`src/rtl/mips_multicycle_ctrl_if.sv`:
```
// Control bundle between the multicycle MIPS controller and its datapath.
interface mips_multicycle_ctrl_if;
    logic [5:0] opcode_i;
    logic [5:0] funct_i;
    logic       zero_i;
    logic       pc_en_o;
    logic       iord_o;
    logic       mem_write_o;
    logic       ir_write_o;
    logic       reg_dst_o;
    logic       mem_to_reg_o;
    logic       reg_write_o;
    logic       alu_src_a_o;
    logic [1:0] alu_src_b_o;
    logic [2:0] alu_ctrl_o;
    logic [1:0] pc_src_o;
    logic       illegal_op_o;
    logic [3:0] state_o;

    // Controller side: consumes IR fields and ALU flag, drives selects/strobes.
    modport master (
        input  opcode_i, funct_i, zero_i,
        output pc_en_o, iord_o, mem_write_o, ir_write_o, reg_dst_o, mem_to_reg_o,
               reg_write_o, alu_src_a_o, alu_src_b_o, alu_ctrl_o, pc_src_o,
               illegal_op_o, state_o
    );

    // Datapath side.
    modport slave (
        output opcode_i, funct_i, zero_i,
        input  pc_en_o, iord_o, mem_write_o, ir_write_o, reg_dst_o, mem_to_reg_o,
               reg_write_o, alu_src_a_o, alu_src_b_o, alu_ctrl_o, pc_src_o,
               illegal_op_o, state_o
    );
endinterface

```
`src/rtl/mips_multicycle_ctrl.sv`:
```
// Main control FSM of the multicycle MIPS core: sequences fetch/decode/execute
// over the shared datapath and drives every mux select and write strobe.
module mips_multicycle_ctrl (
    input  logic                   clk_i,
    input  logic                   reset_i,
    mips_multicycle_ctrl_if.master ctrl_if
);
    localparam int unsigned STATE_W = 4;
    localparam int unsigned OP_W    = 6;

    localparam logic [OP_W-1:0] OP_RTYPE = 6'h00;
    localparam logic [OP_W-1:0] OP_LW    = 6'h23;
    localparam logic [OP_W-1:0] OP_SW    = 6'h2B;
    localparam logic [OP_W-1:0] OP_BEQ   = 6'h04;
    localparam logic [OP_W-1:0] OP_BNE   = 6'h05;
    localparam logic [OP_W-1:0] OP_ADDI  = 6'h08;
    localparam logic [OP_W-1:0] OP_J     = 6'h02;

    localparam logic [2:0] ALU_ADD = 3'b010;
    localparam logic [2:0] ALU_SUB = 3'b110;
    localparam logic [2:0] ALU_AND = 3'b000;
    localparam logic [2:0] ALU_OR  = 3'b001;
    localparam logic [2:0] ALU_SLT = 3'b111;

    typedef enum logic [STATE_W-1:0] {
        S_FETCH    = 4'd0,
        S_DECODE   = 4'd1,
        S_MEMADR   = 4'd2,
        S_MEMRD    = 4'd3,
        S_MEMWB    = 4'd4,
        S_MEMWR    = 4'd5,
        S_EXECUTE  = 4'd6,
        S_ALUWB    = 4'd7,
        S_BRANCH   = 4'd8,
        S_ADDIEXEC = 4'd9,
        S_ADDIWB   = 4'd10,
        S_JUMP     = 4'd11
    } state_e;

    state_e state_q;
    state_e state_d;
    state_e cur_state;

    logic       pc_write;
    logic       branch;
    logic       branch_cond;
    logic       iord;
    logic       mem_write;
    logic       ir_write;
    logic       reg_dst;
    logic       mem_to_reg;
    logic       reg_write;
    logic       alu_src_a;
    logic [1:0] alu_src_b;
    logic [2:0] alu_ctrl;
    logic [1:0] pc_src;
    logic       illegal_op;

    // State register; reset aborts any instruction in flight.
    always_ff @(posedge clk_i) begin
        if (reset_i) begin
            state_q <= S_FETCH;
        end else begin
            state_q <= state_d;
        end
    end

    // Next-state and Moore output decode; reset forces FETCH selects with strobes off.
    always_comb begin
        state_d     = S_FETCH;
        pc_write    = 1'b0;
        branch      = 1'b0;
        iord        = 1'b0;
        mem_write   = 1'b0;
        ir_write    = 1'b0;
        reg_dst     = 1'b0;
        mem_to_reg  = 1'b0;
        reg_write   = 1'b0;
        alu_src_a   = 1'b0;
        alu_src_b   = 2'b00;
        alu_ctrl    = ALU_ADD;
        pc_src      = 2'b00;
        illegal_op  = 1'b0;
        branch_cond = (ctrl_if.opcode_i == OP_BNE) ? ~ctrl_if.zero_i : ctrl_if.zero_i;
        cur_state   = reset_i ? S_FETCH : state_q;

        case (cur_state)
            S_FETCH: begin
                alu_src_b = 2'b01;
                ir_write  = 1'b1;
                pc_write  = 1'b1;
                state_d   = S_DECODE;
            end
            S_DECODE: begin
                alu_src_b = 2'b11;
                case (ctrl_if.opcode_i)
                    OP_LW, OP_SW:    state_d = S_MEMADR;
                    OP_RTYPE:        state_d = S_EXECUTE;
                    OP_BEQ, OP_BNE:  state_d = S_BRANCH;
                    OP_ADDI:         state_d = S_ADDIEXEC;
                    OP_J:            state_d = S_JUMP;
                    default: begin
                        state_d    = S_FETCH;
                        illegal_op = 1'b1;
                    end
                endcase
            end
            S_MEMADR: begin
                alu_src_a = 1'b1;
                alu_src_b = 2'b10;
                state_d   = (ctrl_if.opcode_i == OP_LW) ? S_MEMRD : S_MEMWR;
            end
            S_MEMRD: begin
                iord    = 1'b1;
                state_d = S_MEMWB;
            end
            S_MEMWB: begin
                mem_to_reg = 1'b1;
                reg_write  = 1'b1;
            end
            S_MEMWR: begin
                iord      = 1'b1;
                mem_write = 1'b1;
            end
            S_EXECUTE: begin
                alu_src_a = 1'b1;
                case (ctrl_if.funct_i)
                    6'h20:   alu_ctrl = ALU_ADD;
                    6'h22:   alu_ctrl = ALU_SUB;
                    6'h24:   alu_ctrl = ALU_AND;
                    6'h25:   alu_ctrl = ALU_OR;
                    6'h2A:   alu_ctrl = ALU_SLT;
                    default: alu_ctrl = ALU_ADD;
                endcase
                state_d = S_ALUWB;
            end
            S_ALUWB: begin
                reg_dst   = 1'b1;
                reg_write = 1'b1;
            end
            S_BRANCH: begin
                alu_src_a = 1'b1;
                alu_ctrl  = ALU_SUB;
                pc_src    = 2'b01;
                branch    = 1'b1;
            end
            S_ADDIEXEC: begin
                alu_src_a = 1'b1;
                alu_src_b = 2'b10;
                state_d   = S_ADDIWB;
            end
            S_ADDIWB: begin
                reg_write = 1'b1;
            end
            S_JUMP: begin
                pc_src   = 2'b10;
                pc_write = 1'b1;
            end
            default: state_d = S_FETCH;
        endcase
    end

    // Strobes are held low for the whole reset cycle.
    assign ctrl_if.pc_en_o      = ~reset_i & (pc_write | (branch & branch_cond));
    assign ctrl_if.iord_o       = iord;
    assign ctrl_if.mem_write_o  = ~reset_i & mem_write;
    assign ctrl_if.ir_write_o   = ~reset_i & ir_write;
    assign ctrl_if.reg_dst_o    = reg_dst;
    assign ctrl_if.mem_to_reg_o = mem_to_reg;
    assign ctrl_if.reg_write_o  = ~reset_i & reg_write;
    assign ctrl_if.alu_src_a_o  = alu_src_a;
    assign ctrl_if.alu_src_b_o  = alu_src_b;
    assign ctrl_if.alu_ctrl_o   = alu_ctrl;
    assign ctrl_if.pc_src_o     = pc_src;
    assign ctrl_if.illegal_op_o = ~reset_i & illegal_op;
    assign ctrl_if.state_o      = reset_i ? 4'd0 : 4'(state_q);
endmodule

```
`src/flat_wrapper.sv`:
```
// flat-port wrapper written by rule: the top's interface ports become plain ports
module mips_multicycle_ctrl_flat 
  (clk_i, reset_i, ctrl_if_opcode_i, ctrl_if_funct_i, ctrl_if_zero_i, ctrl_if_pc_en_o, ctrl_if_iord_o, ctrl_if_mem_write_o, ctrl_if_ir_write_o, ctrl_if_reg_dst_o, ctrl_if_mem_to_reg_o, ctrl_if_reg_write_o, ctrl_if_alu_src_a_o, ctrl_if_alu_src_b_o, ctrl_if_alu_ctrl_o, ctrl_if_pc_src_o, ctrl_if_illegal_op_o, ctrl_if_state_o);
  mips_multicycle_ctrl_if ctrl_if_i ();
  input  logic clk_i;
  input  logic reset_i;
  input wire logic [$bits(ctrl_if_i.opcode_i)-1:0] ctrl_if_opcode_i;
  input wire logic [$bits(ctrl_if_i.funct_i)-1:0] ctrl_if_funct_i;
  input wire logic [$bits(ctrl_if_i.zero_i)-1:0] ctrl_if_zero_i;
  output wire logic [$bits(ctrl_if_i.pc_en_o)-1:0] ctrl_if_pc_en_o;
  output wire logic [$bits(ctrl_if_i.iord_o)-1:0] ctrl_if_iord_o;
  output wire logic [$bits(ctrl_if_i.mem_write_o)-1:0] ctrl_if_mem_write_o;
  output wire logic [$bits(ctrl_if_i.ir_write_o)-1:0] ctrl_if_ir_write_o;
  output wire logic [$bits(ctrl_if_i.reg_dst_o)-1:0] ctrl_if_reg_dst_o;
  output wire logic [$bits(ctrl_if_i.mem_to_reg_o)-1:0] ctrl_if_mem_to_reg_o;
  output wire logic [$bits(ctrl_if_i.reg_write_o)-1:0] ctrl_if_reg_write_o;
  output wire logic [$bits(ctrl_if_i.alu_src_a_o)-1:0] ctrl_if_alu_src_a_o;
  output wire logic [$bits(ctrl_if_i.alu_src_b_o)-1:0] ctrl_if_alu_src_b_o;
  output wire logic [$bits(ctrl_if_i.alu_ctrl_o)-1:0] ctrl_if_alu_ctrl_o;
  output wire logic [$bits(ctrl_if_i.pc_src_o)-1:0] ctrl_if_pc_src_o;
  output wire logic [$bits(ctrl_if_i.illegal_op_o)-1:0] ctrl_if_illegal_op_o;
  output wire logic [$bits(ctrl_if_i.state_o)-1:0] ctrl_if_state_o;
  assign ctrl_if_i.opcode_i = ctrl_if_opcode_i;
  assign ctrl_if_i.funct_i = ctrl_if_funct_i;
  assign ctrl_if_i.zero_i = ctrl_if_zero_i;
  assign ctrl_if_pc_en_o = ctrl_if_i.pc_en_o;
  assign ctrl_if_iord_o = ctrl_if_i.iord_o;
  assign ctrl_if_mem_write_o = ctrl_if_i.mem_write_o;
  assign ctrl_if_ir_write_o = ctrl_if_i.ir_write_o;
  assign ctrl_if_reg_dst_o = ctrl_if_i.reg_dst_o;
  assign ctrl_if_mem_to_reg_o = ctrl_if_i.mem_to_reg_o;
  assign ctrl_if_reg_write_o = ctrl_if_i.reg_write_o;
  assign ctrl_if_alu_src_a_o = ctrl_if_i.alu_src_a_o;
  assign ctrl_if_alu_src_b_o = ctrl_if_i.alu_src_b_o;
  assign ctrl_if_alu_ctrl_o = ctrl_if_i.alu_ctrl_o;
  assign ctrl_if_pc_src_o = ctrl_if_i.pc_src_o;
  assign ctrl_if_illegal_op_o = ctrl_if_i.illegal_op_o;
  assign ctrl_if_state_o = ctrl_if_i.state_o;
  mips_multicycle_ctrl u_core (.clk_i(clk_i), .reset_i(reset_i), .ctrl_if(ctrl_if_i));
endmodule
```
`config.mk`:
```
export PLATFORM = sky130hd
export DESIGN_NAME = mips_multicycle_ctrl_flat
export DESIGN_NICKNAME = d
export VERILOG_FILES = /design/src/rtl/mips_multicycle_ctrl_if.sv /design/src/rtl/mips_multicycle_ctrl.sv /design/src/flat_wrapper.sv
export SDC_FILE = /design/constraint.sdc
export NUM_CORES = 1
export LEC_CHECK = 0
export CAP_MARGIN = 25
export CORE_MARGIN = 8
export CORE_UTILIZATION = 35
export DETAILED_ROUTE_END_ITERATION = 8
export GPL_TIMING_DRIVEN = 0
export MAX_ROUTING_LAYER = met4
export PLACE_DENSITY = 0.84
export SETUP_SLACK_MARGIN = 0.1
export SYNTH_ARGS = -nofsm -noshare
export SYNTH_HDL_FRONTEND = slang
export SYNTH_SLANG_ARGS = --single-unit
export TNS_END_PERCENT = 20
```
`constraint.sdc`:
```
create_clock -name clk_i -period 4.15 [get_ports clk_i]
set_input_delay 0.83 -clock clk_i [delete_from_list [all_inputs] [get_ports clk_i]]
set_output_delay 0.83 -clock clk_i [all_outputs]
set_load 0.01 [all_outputs]
```
==> reports/metrics.yaml <==
status: "complete, no violations"
remaining_drc_errors: 0
r2r_cells: 4
fin_skew_ns: 0.00337
synthDistinctLibCells: 40
reg_top3: "u_core.state_q (4)"
yosysMostFrequentCell: "nor2_1"
synth_edf_count: 0
clockBufferDepth: 2
worstMarginPinSlew_ns: 0.465
cts-hold-fix-buffers: 0
antenna_found_initial: 0
cp_max_fo: 8
cp-start-kind: "input pin"
cpLargestDelayFamily: "buffers and inverters"
synth.top_cells.by_count: "nor2_1 (11), nand3_1 (7), nor3_1 (7)"
clock_tree.root_cell: "clkbuf_4"
clock_sinks: 4
synth_top_family_by_area: "simple AND/OR/NAND/NOR gates"
final-setup-viol-count: 0
setup_tns_ns: 0
synthFlopType: "dfxtp_1"
max_stage_delay_ns: 0.61
drtIter0Drc: 16
ioPinCount: 35
drive_above_1_share: 0.0682
synth_compound_area_frac: 0.188
synth_area_sq_um: 644
min_period_ns: 3.71
die-width_microns: 58.9
ys_async_sr_fraction: 0
grt_usage: 0.121
p_leak_uw: 0.000365
core_area_sq_um: 1730
swShare: 0.306
cts_setup_buffers: 0
syn-mean-instance-area_sq_um: 6.71
cp_slowest_cell: "clkdlybuf4s50_1"
rsz0062_at_grt: "no"
io_buffers: 33
dp.cells: 154
wl_microns: 2070
hold_path_class: "reg -> reg"
synthMuxAreaShare: 0.0175
syn-num-nets: 111
fin_nets: 149
cts_resized: 0
ys_seq_area_frac: 0.124
largest_register: "u_core.state_q"
maxSlewViolCount: 0
cts_tree: "done"
grt_overflow_total: 0
cts_max_level: 1
viasPerCell: 5.57
hpwl_microns: 1700
p_comb_frac: 0.407
clk_pin_slew_ns: 0.03
netlist_top_cells_area: "dfxtp_1 (12%), nor2_1 (6.4%), nor4bb_1 (6.2%), nand3_1 (5.4%), nor3_1 (5.4%)"
dr.pass1.iters: 4
worst_ep_arrival_time_ns: 2.88
maxCapViolCount: 0
synth.top_cell.area_share: 0.124
clk_latency_ns: 0.24
worstPathBufferInverterCount: 2
fin_crit_sh: 0.895
start_util: 0.373
num_rows: 15
holdPathStages: 3
hold_path.startpoint: "u_core.state_q[3]$_SDFF_PP0_"
critPathKind: "in -> out"
synth_top_area_cell: "dfxtp_1"
syn_inst: 96
synthAdderAreaFrac: 0
r2r_setup_slack_ns: 2.73
die-area_sq_um: 3470
drt-wirelength-per-cell_microns: 13.2
end_kind: "primary output"
p_clk_frac: 0.322
maxClockFrequency_mhz: 269
syn2layout_area_growth_pct: 59.6
grt_pass1_wl_microns: 3370
netSwitchingPower_uw: 45.8
fp.dieH_microns: 58.9
vias: 875
synth_xor_area_frac: 0.0544
grt_pass1_vias: 827
synth-simple-area-share: 0.524
hold_viol_final: 0
grt_max_degree: 11
hold_path_end: "u_core.state_q[3]$_SDFF_PP0_"
p_seq_frac: 0.271
cp.required_ns: 3.32
r2r_start: "u_core.state_q[1]$_SDFF_PP0_"
crit_chain: "clkdlybuf4s50_1 -> or3_1 -> or3_1 -> o41ai_1 -> clkdlybuf4s50_1"
worstReg2RegEnd: "u_core.state_q[1]$_SDFF_PP0_"
timing.slew.headroom: 0.690
ant_nets: 0
largest_reg_flops: 4
power_density_nw_per_um2: 146
internal_power_uw: 104
cts_buffers: 3
yosys_warnings: 0
fin_cells: 157
antenna_cells: 0
place_congestion: 0.818
ys_ff_latch: 4
ir_drop_uv: 94.0
-- routing by layer --
| layer | wire (microns) | global-route usage |
|---|---|---|
| met1 | 921 | 0.127 |
| met2 | 960 | 0.210 |
| met3 | 155 | 0.0283 |
| met4 | 31 | 0.0580 |
| met5 | 0 | - |
-- final cells by class --
type | count | area [sq um]
buffer | 7 | 36.3
multi-input combinational | 79 | 505
clock buffer | 3 | 22.5
fill | 168 | 698
sequential | 4 | 80.1
inverter | 6 | 22.5
tap | 25 | 31.3
timing repair buffer | 33 | 330
-- metrics by stage --
step	worst slack [ns]	utilization	power [uW]	hold slack [ns]	instance area, sq um
detailed placement	0.413	0.583	102	0.672	1010
global placement	0.432	0.583	101	0.671	1010
finish	0.437	0.596	150	0.685	1030
floorplan	1.61	-	71.2	0.612	644
global route	0.304	0.596	158	0.709	1030
CTS	0.411	0.596	149	0.688	1030
-- power by group through the flow --
| stage | sequential (uW) | clock [uW] | combinational [uW] |
|---|---|---|---|
| 2_1_floorplan | 41.0 | 0 | 30.2 |
| 3_3_place_gp | 41.1 | 0 | 60.0 |
| 3_5_place_dp | 41.2 | 0 | 60.8 |
| 4_1_cts | 40.6 | 47.5 | 61.2 |
| 5_1_grt | 40.6 | 50.3 | 67.1 |
| 6_report | 40.6 | 48.3 | 61.0 |
-- tightest hold or removal path: cells and delay by family, from the launching register on --
family                 cells  cell delay (ns)
AND/OR/NAND/NOR            1             0.09
flip-flops                 1             0.31
buffers and inverters      1             0.18
AO/OA/AOI/OAI              1             0.06
-- how the worst max path moves through the flow --
stage / start / end / slack, ns / depth (start not counted)
final: reset_i / ctrl_if_alu_ctrl_o[2] / 0.44 / 5
after global routing: reset_i / ctrl_if_alu_ctrl_o[2] / 0.30 / 5
after CTS: reset_i / ctrl_if_alu_ctrl_o[2] / 0.41 / 5
after floorplan: reset_i / ctrl_if_alu_ctrl_o[2] / 1.61 / 3
after detailed placement: reset_i / ctrl_if_alu_ctrl_o[2] / 0.41 / 5
after global placement: reset_i / ctrl_if_alu_ctrl_o[2] / 0.43 / 5
-- layout by cell type (no fill, tap or decap), types with 4 or more instances in the layout --
cell type        instances
clkdlybuf4s50_1         33
inv_1                    5
nand3_1                  7
nor3_1                   7
dfxtp_1                  4
or3_1                    5
nor2_1                  11
nor4bb_1                 4
-- logic make-up (layout without fill, tap and decap cells) --
logic type | count (synthesis) | after routing
AND/OR/NAND/NOR | 56 | 56
XOR/XNOR | 4 | 4
multiplexers | 1 | 1
AO/OA/AOI/OAI | 18 | 18
buffers and inverters | 13 | 49
flip-flops | 4 | 4
(Power assumes the default switching activity.)
